==> src/rtl/imem_boot_loader_if.sv <==
// -----------------------------------------------------------------------------
// imem_boot_loader_if
// Groups the loader's two bus-style connections:
//   - host word stream : in_valid, in_data[31:0], in_ready
//   - imem write port  : mem_we, mem_addr[ADDR_WIDTH-1:0], mem_wdata[7:0]
// Modports:
//   slave  - the loader (consumes the word stream, drives the memory port)
//   master - the surrounding system (produces words, observes memory writes)
// -----------------------------------------------------------------------------
interface imem_boot_loader_if #(
  parameter int ADDR_WIDTH = 10
) ();
  logic                  in_valid;
  logic [31:0]           in_data;
  logic                  in_ready;
  logic                  mem_we;
  logic [ADDR_WIDTH-1:0] mem_addr;
  logic [7:0]            mem_wdata;

  modport slave (
    input  in_valid, in_data,
    output in_ready, mem_we, mem_addr, mem_wdata
  );

  modport master (
    output in_valid, in_data,
    input  in_ready, mem_we, mem_addr, mem_wdata
  );
endinterface

==> src/rtl/imem_boot_loader.sv <==
// -----------------------------------------------------------------------------
// imem_boot_loader
// Fills a byte-wide instruction memory from a 32-bit word stream and holds the
// CPU in reset until the image is complete. Each accepted word is written as
// four little-endian bytes at consecutive addresses, so a fetch of
// {mem[a+3],mem[a+2],mem[a+1],mem[a]} returns the original word.
//
// Ports:
//   clk, reset_n      - clock, asynchronous active-low reset
//   start             - single-cycle load request (honoured in IDLE/DONE only)
//   length_words      - words to load, sampled on an accepted start
//   bus (slave)       - word stream in, byte write port out
//   busy              - load in progress
//   done / error      - level status of the last load (success / rejected)
//   cpu_run           - CPU reset release, high in DONE
//   checksum          - mod-2^32 sum of accepted words
//
// Optional feature macro: IMEM_BOOT_LOADER_CHECKSUM_EN
//   defined   - checksum accumulates the words of the current load
//   undefined - checksum is tied to 0 and no accumulator exists
// -----------------------------------------------------------------------------
module imem_boot_loader #(
  parameter int ADDR_WIDTH = 10
) (
  input  logic                  clk,
  input  logic                  reset_n,
  input  logic                  start,
  input  logic [ADDR_WIDTH-2:0] length_words,
  imem_boot_loader_if.slave     bus,
  output logic                  busy,
  output logic                  done,
  output logic                  error,
  output logic                  cpu_run,
  output logic [31:0]           checksum
);

  typedef enum logic [1:0] {
    IDLE      = 2'd0,
    WAIT_WORD = 2'd1,
    WRITE     = 2'd2,
    DONE      = 2'd3
  } state_t;

  // Memory capacity in words, expressed in the length port width.
  localparam logic [ADDR_WIDTH-2:0] CAP_WORDS = {1'b1, {(ADDR_WIDTH-2){1'b0}}};

  function automatic logic [7:0] byte_sel(input logic [31:0] w, input logic [1:0] k);
    return w[8*k +: 8];
  endfunction

  state_t                state;
  logic [ADDR_WIDTH-2:0] len_q;
  logic [ADDR_WIDTH-2:0] cnt_q;
  logic [ADDR_WIDTH-2:0] cnt_nxt;
  logic [ADDR_WIDTH-1:0] base_q;
  logic [1:0]            k_q;
  logic [31:0]           word_q;
  logic                  in_ready_q;
  logic                  mem_we_q;
  logic [ADDR_WIDTH-1:0] mem_addr_q;
  logic [7:0]            mem_wdata_q;
  logic                  accept;

  // in_ready is a registered state flag, so the handshake never loops back
  // through in_valid.
  assign accept  = in_ready_q & bus.in_valid;
  assign cnt_nxt = cnt_q + (ADDR_WIDTH-1)'(1);

  assign bus.in_ready  = in_ready_q;
  assign bus.mem_we    = mem_we_q;
  assign bus.mem_addr  = mem_addr_q;
  assign bus.mem_wdata = mem_wdata_q;

  // Captured word; pure data, so it carries no reset.
  always_ff @(posedge clk) begin
    if (accept) word_q <= bus.in_data;
  end

  // Control FSM. mem_we/addr/wdata are registered: the accept edge already
  // loads byte 0, and k_q tracks the byte currently on the write port.
  always_ff @(posedge clk or negedge reset_n) begin
    if (!reset_n) begin
      state       <= IDLE;
      len_q       <= '0;
      cnt_q       <= '0;
      base_q      <= '0;
      k_q         <= '0;
      in_ready_q  <= 1'b0;
      mem_we_q    <= 1'b0;
      mem_addr_q  <= '0;
      mem_wdata_q <= '0;
      busy        <= 1'b0;
      done        <= 1'b0;
      error       <= 1'b0;
      cpu_run     <= 1'b0;
    end else begin
      case (state)
        IDLE, DONE: begin
          if (start) begin
            if (length_words == '0) begin
              state   <= DONE;
              done    <= 1'b1;
              error   <= 1'b0;
              cpu_run <= 1'b1;
            end else if (length_words > CAP_WORDS) begin
              state   <= DONE;
              done    <= 1'b0;
              error   <= 1'b1;
              cpu_run <= 1'b1;
            end else begin
              state      <= WAIT_WORD;
              len_q      <= length_words;
              cnt_q      <= '0;
              base_q     <= '0;
              busy       <= 1'b1;
              in_ready_q <= 1'b1;
              done       <= 1'b0;
              error      <= 1'b0;
              cpu_run    <= 1'b0;
            end
          end
        end

        WAIT_WORD: begin
          if (accept) begin
            state       <= WRITE;
            in_ready_q  <= 1'b0;
            k_q         <= 2'd0;
            mem_we_q    <= 1'b1;
            mem_addr_q  <= base_q;
            mem_wdata_q <= bus.in_data[7:0];
          end
        end

        WRITE: begin
          if (k_q != 2'd3) begin
            k_q         <= k_q + 2'd1;
            mem_addr_q  <= mem_addr_q + ADDR_WIDTH'(1);
            mem_wdata_q <= byte_sel(word_q, k_q + 2'd1);
          end else begin
            // Last byte of the word is on the port this cycle. base_q may
            // wrap after a full-capacity load, but it is never used again.
            mem_we_q <= 1'b0;
            base_q   <= base_q + ADDR_WIDTH'(4);
            cnt_q    <= cnt_nxt;
            if (cnt_nxt == len_q) begin
              state   <= DONE;
              busy    <= 1'b0;
              done    <= 1'b1;
              cpu_run <= 1'b1;
            end else begin
              state      <= WAIT_WORD;
              in_ready_q <= 1'b1;
            end
          end
        end

        default: state <= IDLE;
      endcase
    end
  end

`ifdef IMEM_BOOT_LOADER_CHECKSUM_EN
  logic        start_ok;
  logic [31:0] sum_q;

  assign start_ok = start & ((state == IDLE) | (state == DONE));

  always_ff @(posedge clk or negedge reset_n) begin
    if (!reset_n) begin
      sum_q <= '0;
    end else if (start_ok) begin
      sum_q <= '0;
    end else if (accept) begin
      sum_q <= sum_q + bus.in_data;
    end
  end

  assign checksum = sum_q;
`else
  assign checksum = 32'd0;
`endif

endmodule

==> src/flat_wrapper.sv <==
// flat-port wrapper written by rule: the top's interface ports become plain ports
module imem_boot_loader_flat 
#(
  parameter int ADDR_WIDTH = 10
)
  (clk, reset_n, start, length_words, busy, done, error, cpu_run, checksum, bus_in_valid, bus_in_data, bus_in_ready, bus_mem_we, bus_mem_addr, bus_mem_wdata);
  imem_boot_loader_if #(.ADDR_WIDTH(ADDR_WIDTH)) bus_i ();
  input  logic clk;
  input  logic reset_n;
  input  logic start;
  input  logic [ADDR_WIDTH-2:0] length_words;
  output logic busy;
  output logic done;
  output logic error;
  output logic cpu_run;
  output logic [31:0] checksum;
  input wire logic [$bits(bus_i.in_valid)-1:0] bus_in_valid;
  input wire logic [$bits(bus_i.in_data)-1:0] bus_in_data;
  output wire logic [$bits(bus_i.in_ready)-1:0] bus_in_ready;
  output wire logic [$bits(bus_i.mem_we)-1:0] bus_mem_we;
  output wire logic [$bits(bus_i.mem_addr)-1:0] bus_mem_addr;
  output wire logic [$bits(bus_i.mem_wdata)-1:0] bus_mem_wdata;
  assign bus_i.in_valid = bus_in_valid;
  assign bus_i.in_data = bus_in_data;
  assign bus_in_ready = bus_i.in_ready;
  assign bus_mem_we = bus_i.mem_we;
  assign bus_mem_addr = bus_i.mem_addr;
  assign bus_mem_wdata = bus_i.mem_wdata;
  imem_boot_loader #(.ADDR_WIDTH(ADDR_WIDTH)) u_core (.clk(clk), .reset_n(reset_n), .start(start), .length_words(length_words), .bus(bus_i), .busy(busy), .done(done), .error(error), .cpu_run(cpu_run), .checksum(checksum));
endmodule
==> config.mk <==
export PLATFORM = sky130hd
export DESIGN_NAME = imem_boot_loader_flat
export DESIGN_NICKNAME = d
export VERILOG_FILES = /design/src/rtl/imem_boot_loader_if.sv /design/src/rtl/imem_boot_loader.sv /design/src/flat_wrapper.sv
export SDC_FILE = /design/constraint.sdc
export NUM_CORES = 1
export LEC_CHECK = 0
export BUFFER_PORTS_ARGS = -buffer_cell sky130_fd_sc_hd__buf_2
export CAP_MARGIN = 20
export CORE_ASPECT_RATIO = 1.5
export CORE_UTILIZATION = 59
export DETAILED_ROUTE_END_ITERATION = 12
export MAX_ROUTING_LAYER = met4
export PLACE_DENSITY = 0.86
export SETUP_SLACK_MARGIN = 0.4
export SLEW_MARGIN = 40
export SYNTH_ARGS = -nofsm -noshare
export SYNTH_HDL_FRONTEND = slang
export SYNTH_SLANG_ARGS = --single-unit
==> constraint.sdc <==
create_clock -name clk -period 4.9 [get_ports clk]
set_input_delay 0.245 -clock clk [delete_from_list [all_inputs] [get_ports clk]]
set_output_delay 0.245 -clock clk [all_outputs]
set_load 0.02 [all_outputs]
==> impl_metrics.toml, run 1 <==
[worst_setup_path]
cp_max_fo = 8
cp-start-kind = "flop"
end_kind = "flop"
cp.arrival_ps = 2640
critPathRequiredTime_ps = 5150
critical_path.startpoint = "u_core.cnt_q[0]$_DFFE_PN0P_"
crit_type = "reg -> reg"
reg2reg_from = "u_core.cnt_q[0]$_DFFE_PN0P_"

[grt]
grt_pass1_vias = 2962
grt_max_degree = 55
grtUsageTotal = 0.229
antenna_found_initial = 0
grt_pass1_wl_um = 13100
overflow = 0

[route]
drt_iter0_markers = 197
dr_total_vias = 3103
post-route-drc-count = 0
drt_wl_total_um = 8090
firstDrtPassIters = 5
routed_via_density = 5.55
drt-wirelength-per-cell_um = 14.5
ant_nets = 0

[clocking]
cts-buffers-inserted = 9
clock-sinks = 86
root_buffer = "clkbuf_8"
ctsResizeCount = 0
clkTransAtPathRegs_ps = 90
cts_buffer_depth = 2
hold_buffers = 0
cts_setup_buffers = 0
htreeDepth = 3
tritoncts = "done"
clkLatencyLatePin_ps = 370

[sta]
setup_violations = 0
fmax_ghz = 0.418
period_needed_ps = 2390
slew_headroom = 0.559
rsz0062_at_grt = "false"
fin_skew_ps = 9.31
hold_ws_ps = -17.5
hold_viol = 16
slew_violations = 0
tightest_slew_ps = 661
post-route-period-util = 0.488
tns_ps = 0

[power_and_ir_drop]
power_leakage_nw = 2.14
power_density_nw_per_um2 = 547
ir_worst_vdd_mv = 0.351

[layout]
area_growth_pct = 9.69
regArea_um2 = 2310
layout.cells.most_common_list = "68 x buf_2, 54 x dfrtp_1, 39 x nand2_1"
fillers = 522
fin_nets = 508
final_layout_size_suffix_gt1_frac = 0.264
layout_commonest_cell = "buf_2"
insertedDiodeCount = 0
multiInputGateArea_um2 = 1900

[floorplanning]
dieArea_um2 = 7960
die_w_um = 73.2
rows = 38
ioPinCount = 101
die_y_um = 109
start_util = 0.616
core_area_um2 = 7270

[logic_synthesis]
syn_inst = 392
yosysWarnings = 0
synth_edf_count = 32
synth_xor_area_frac = 0.0355
async_flop_share = 0.628
yosys.area_share.simple = 0.130
netlist_area_um2 = 4480
ys.flop_type = "dfrtp_1"
syn_avg_cell_area_um2 = 11.4
ys_seq_area_frac = 0.516
ys_ff_latch = 86
synth_compound_area_frac = 0.119
yosys.area_share.adder = 0.0251
synth_cell_types = 62
muxShareOfSynthArea = 0.0877
synth_top_family_by_area = "simple AND/OR/NAND/NOR gates"

[outcome]
failed_checks = "hold timing"
status = "finished with violations"

[place]
dp_hpwl_um = 5940
gp_congestion = 0.855
io_buffers = 68

[worst_hold_path]
hold_path_class = "in -> async"

[job]
max_cap_viol_count = 0
## per-layer routing
layer | global-route usage | routed length, µm | share of wire | vias to the layer above
li1 | - | - | - | 1484
met5 | - | 0 | 0 | -
met4 | 0.102 | 136 | 0.017 | 0
met2 | 0.383 | 4420 | 0.55 | 106
met1 | 0.255 | 3150 | 0.39 | 1504
met3 | 0.0591 | 385 | 0.048 | 9
## critical path, cell delays in order, from the launching register on
cell	delay (ps)
dfrtp_1	470
ha_1	390
and2_1	230
nand4_1	200
xnor2_1	330
nor3_4	70
and4_1	210
o41a_1	370
## metrics by stage
stage / total power [mW] / utilization / worst slack [ps] / cell area (µm²) / std cells
finish: 2.69 / 0.676 / 2510 / 4920 / 559
global route: 2.85 / 0.676 / 2370 / 4920 / 559
CTS: 2.71 / 0.676 / 2530 / 4920 / 559
detailed placement: 2.21 / 0.649 / 2350 / 4720 / 543
global placement: 2.16 / 0.648 / 2310 / 4720 / 543
floorplan: 1.98 / - / 2690 / 4600 / 423
## power breakdown
part           switching [mW]  internal [mW]  total [mW]  leakage [nW]
Sequential              0.170          0.959        1.13         0.982
Combinational           0.626          0.438        1.06          1.06
Clock                   0.258          0.237       0.496        0.0976
## cell type report
cell class              count  area share
repair buffers             69      0.0708
clock buffers               9      0.0252
flip-flops and latches     86       0.470
multi-input cells         280       0.387
clock inverters             7      0.0148
inverters                   8     0.00611
well taps                 100      0.0255
## state kept, by name, summed over array words and instances, names as in the netlist, 2 cells and up
name,count
u_core.word_q,32
u_core.bus.mem_addr,10
u_core.cnt_q,9
u_core.len_q,9
u_core.base_q,8
u_core.bus.mem_wdata,8
u_core.k_q,2
u_core.state,2
## worst paths after layout
| path | to | slack (ps) | cells past startpoint |
|---|---|---|---|
| min reg2reg | u_core.bus.mem_wdata[2]$_DFFE_PN0P_ | 480 | 2 |
| max in group asynchronous | u_core.bus.mem_addr[9]$_DFFE_PN0P_ | 4460 | 2 |
| min | u_core.len_q[1]$_DFFE_PN0P_ | -20 | 2 |
| max | u_core.state[1]$_DFFE_PN0P_ | 2510 | 7 |
| max reg2reg | u_core.state[1]$_DFFE_PN0P_ | 2510 | 7 |
| min in group clk | u_core.word_q[16]$_DFFE_PP_ | 40 | 1 |
## cell families (layout without fill, tap and decap cells)
group,after synthesis,after routing
compound gates,85,85
xor+xnor,16,16
fa+ha+maj,9,9
buf+inv,57,93
flops,86,86
mux,28,28
other cells,1,32
simple gates,110,110
## synth_stat cells, types with 2 or more instances
cell,instances,area share
o21ai_0,30,0.033
edfxtp_1,32,0.21
a21oi_1,21,0.023
ha_1,9,0.025
o22ai_1,8,0.011
and3_1,10,0.014
a32oi_1,2,0.0039
or2b_1,3,0.0050
nor3_1,3,0.0033
xor2_1,7,0.014
o31ai_1,5,0.0084
buf_4,32,0.054
nor4_1,2,0.0028
nand2_1,39,0.033
mux2i_1,10,0.022
or2_2,3,0.0042
dfrtp_1,54,0.30
nor2_1,14,0.012
clkbuf_1,7,0.0059
mux2_2,10,0.025
nand4_1,5,0.0070
inv_1,8,0.0067
buf_6,3,0.0075
xnor2_1,8,0.016
o31a_1,2,0.0039
buf_2,3,0.0033
mux4_2,8,0.040
a31oi_1,2,0.0028
and2_1,4,0.0056
a22o_1,2,0.0039
nand3_1,15,0.017
Power figures use the tool's default switching activity.
==> inputs of run 2 (changes only) <==
Settings changed: CORE_UTILIZATION 59 to 54, PLACE_DENSITY 0.86 to 0.8.
Clock period 4.9 ns to 2.2 ns, I/O delays scaled along.
==> run 2 against run 1 <==
The run now ends clean. Critical path depth unchanged. Final cell count is 14% higher. First-iteration DRC count increased by 36%. Clock skew about the same. Worst setup slack got worse by 2400 ps. Register-to-register slack got worse by 2400 ps. Clock-buffer cell count is the same. Wire length grew 38%. Global-route usage up 2.9 points. Sequential share of layout area decreased by 8.0 points. Highest routed layer unchanged.
==> impl_metrics.toml, run 2 (synthesis results as in run 1) <==
[route]
drt_iter0_markers = 268
routed_via_density = 5.74
post-route-drc-count = 0
dr_total_vias = 3643
drt_wl_total_um = 11100
firstDrtPassIters = 5
ant_nets = 0
drt-wirelength-per-cell_um = 17.5

[place]
dp_hpwl_um = 6380
gp_congestion = 0.830
place_inst = 567
io_buffers = 68
place_ws_ps = -107
dpl_cell_area_um2 = 4940

[layout]
area_growth_pct = 32.3
finalNonFillerCells = 635
design_area_um2 = 5930
layout.cells.most_common_list = "66 x buf_2, 51 x dfrtp_1, 38 x nand2_1"
final_layout_size_suffix_gt1_frac = 0.358
insertedDiodeCount = 0
post-route-util = 0.740
top_register = "u_core.word_q"
fin_nets = 579
layout_commonest_cell = "buf_2"
largest_reg_flops = 32

[power_and_ir_drop]
ir_worst_vdd_mv = 0.912
power_mw = 7.13
power_density_nw_per_um2 = 1200
power_leakage_nw = 2.57

[sta]
setup_ws_ps = 103
tns_ps = 0
hold_viol = 0
hold_ws_ps = 7.12
slew_violations = 0
tightest_slew_ps = 703
fin_skew_ps = 9.16
period_needed_ps = 2100
fmax_ghz = 0.477
slew_headroom = 0.532
rsz0062_at_grt = "true"
post-route-period-util = 0.953
setup_violations = 0

[clocking]
clock-sinks = 86
cts_buffer_depth = 2
root_buffer = "clkbuf_16"
clkTransAtPathRegs_ps = 60
tritoncts = "done"
htreeDepth = 3
cts-buffers-inserted = 9
clkLatencyLatePin_ps = 350

[worst_setup_path]
slowest_delay_ps = 440
cp-start-kind = "flop"
cp.arrival_ps = 2320
end_kind = "flop"
critPathRequiredTime_ps = 2420
reg2regPathDepth = 7
crit_type = "reg -> reg"
cp_max_fo = 8
path_cells = "ha_4, and2_1, nand4_1, xnor2_2, nor3_4, and4_1, o41a_1"
cp_slowest_cell = "dfrtp_2"

[floorplanning]
dieArea_um2 = 8680
start_util = 0.560
core_area_um2 = 8010
die_y_um = 114
rows = 40
die_w_um = 76.4
ioPinCount = 101

[worst_hold_path]
hold_depth = 2
hold_path_class = "in -> reg"

[outcome]
status = "complete, no violations"

[job]
max_cap_viol_count = 0

[grt]
grt_pass1_wl_um = 16500
grt_max_degree = 55
grtUsageTotal = 0.258
antenna_found_initial = 0
grt_pass1_vias = 3480
overflow = 0
[run 2: changes by cell type in the layout (fill, tap and decap cells not counted), moves of 4 or more]
cell           before  now
nand3_2             0    4
nand3_1            15   11
buf_4               1   27
o21ai_0            30   24
buf_6               0   11
clkbuf_8            9    0
clkbuf_16           0    9
dlygate4sd3_1       0   33
[run 2: final timing paths]
| path | start | end | slack, ps |
|---|---|---|---|
| setup / recovery | u_core.cnt_q[1]$_DFFE_PN0P_ | u_core.state[1]$_DFFE_PN0P_ | 100 |
| hold / removal | length_words[2] | u_core.len_q[2]$_DFFE_PN0P_ | 7 |
| setup reg to reg | u_core.cnt_q[1]$_DFFE_PN0P_ | u_core.state[1]$_DFFE_PN0P_ | 100 |
| hold reg to reg | u_core.bus.mem_wdata[1]$_DFFE_PN0P_ | u_core.bus.mem_wdata[1]$_DFFE_PN0P_ | 480 |
| max in group asynchronous | reset_n | u_core.cnt_q[1]$_DFFE_PN0P_ | 1250 |
| min in group asynchronous | reset_n | u_core.error$_DFFE_PN0P_ | 430 |
[run 2: final cells by class]
class                           count  area (µm²)
Fill cell                         497        2080
Clock inverter                      7        73.8
Clock buffer                        9         225
Sequential cell                    86        2320
Timing Repair Buffer              139        1020
Inverter                            8        30.0
Tap cell                          105         131
Multi-Input combinational cell    281        2130
[run 2: power breakdown]
| part | total, mW | leakage [nW] | internal [mW] | switching, mW |
|---|---|---|---|---|
| sequential | 2.54 | 0.977 | 2.14 | 0.399 |
| clock | 1.55 | 0.143 | 0.884 | 0.661 |
| combinational | 3.04 | 1.45 | 1.35 | 1.69 |
[run 2: routing by layer]
layer  global-route usage  part of all wire  wire, µm
met1                0.269              0.36      4040
met2                0.467              0.56      6230
met3               0.0472             0.045       500
met4                0.122             0.033       368
met5                    -                 0         0
[run 2: critical path: cells and delay by family, from the launching register on]
kind	cells	cell delay (ps)
xor+xnor	1	260
flops	1	440
simple gates	4	710
compound gates	1	360
fa+ha+maj	1	200
[run 2: timing repair]
action / CTS / global route
gates cloned: 0 / 2
hold endpoints to repair: 86 / 0
hold buffers: 33 / 0
setup endpoints to repair: 30 / 29
resized for setup: 18 / 36
setup buffers: 7 / 10
pin swaps: 13 / 20
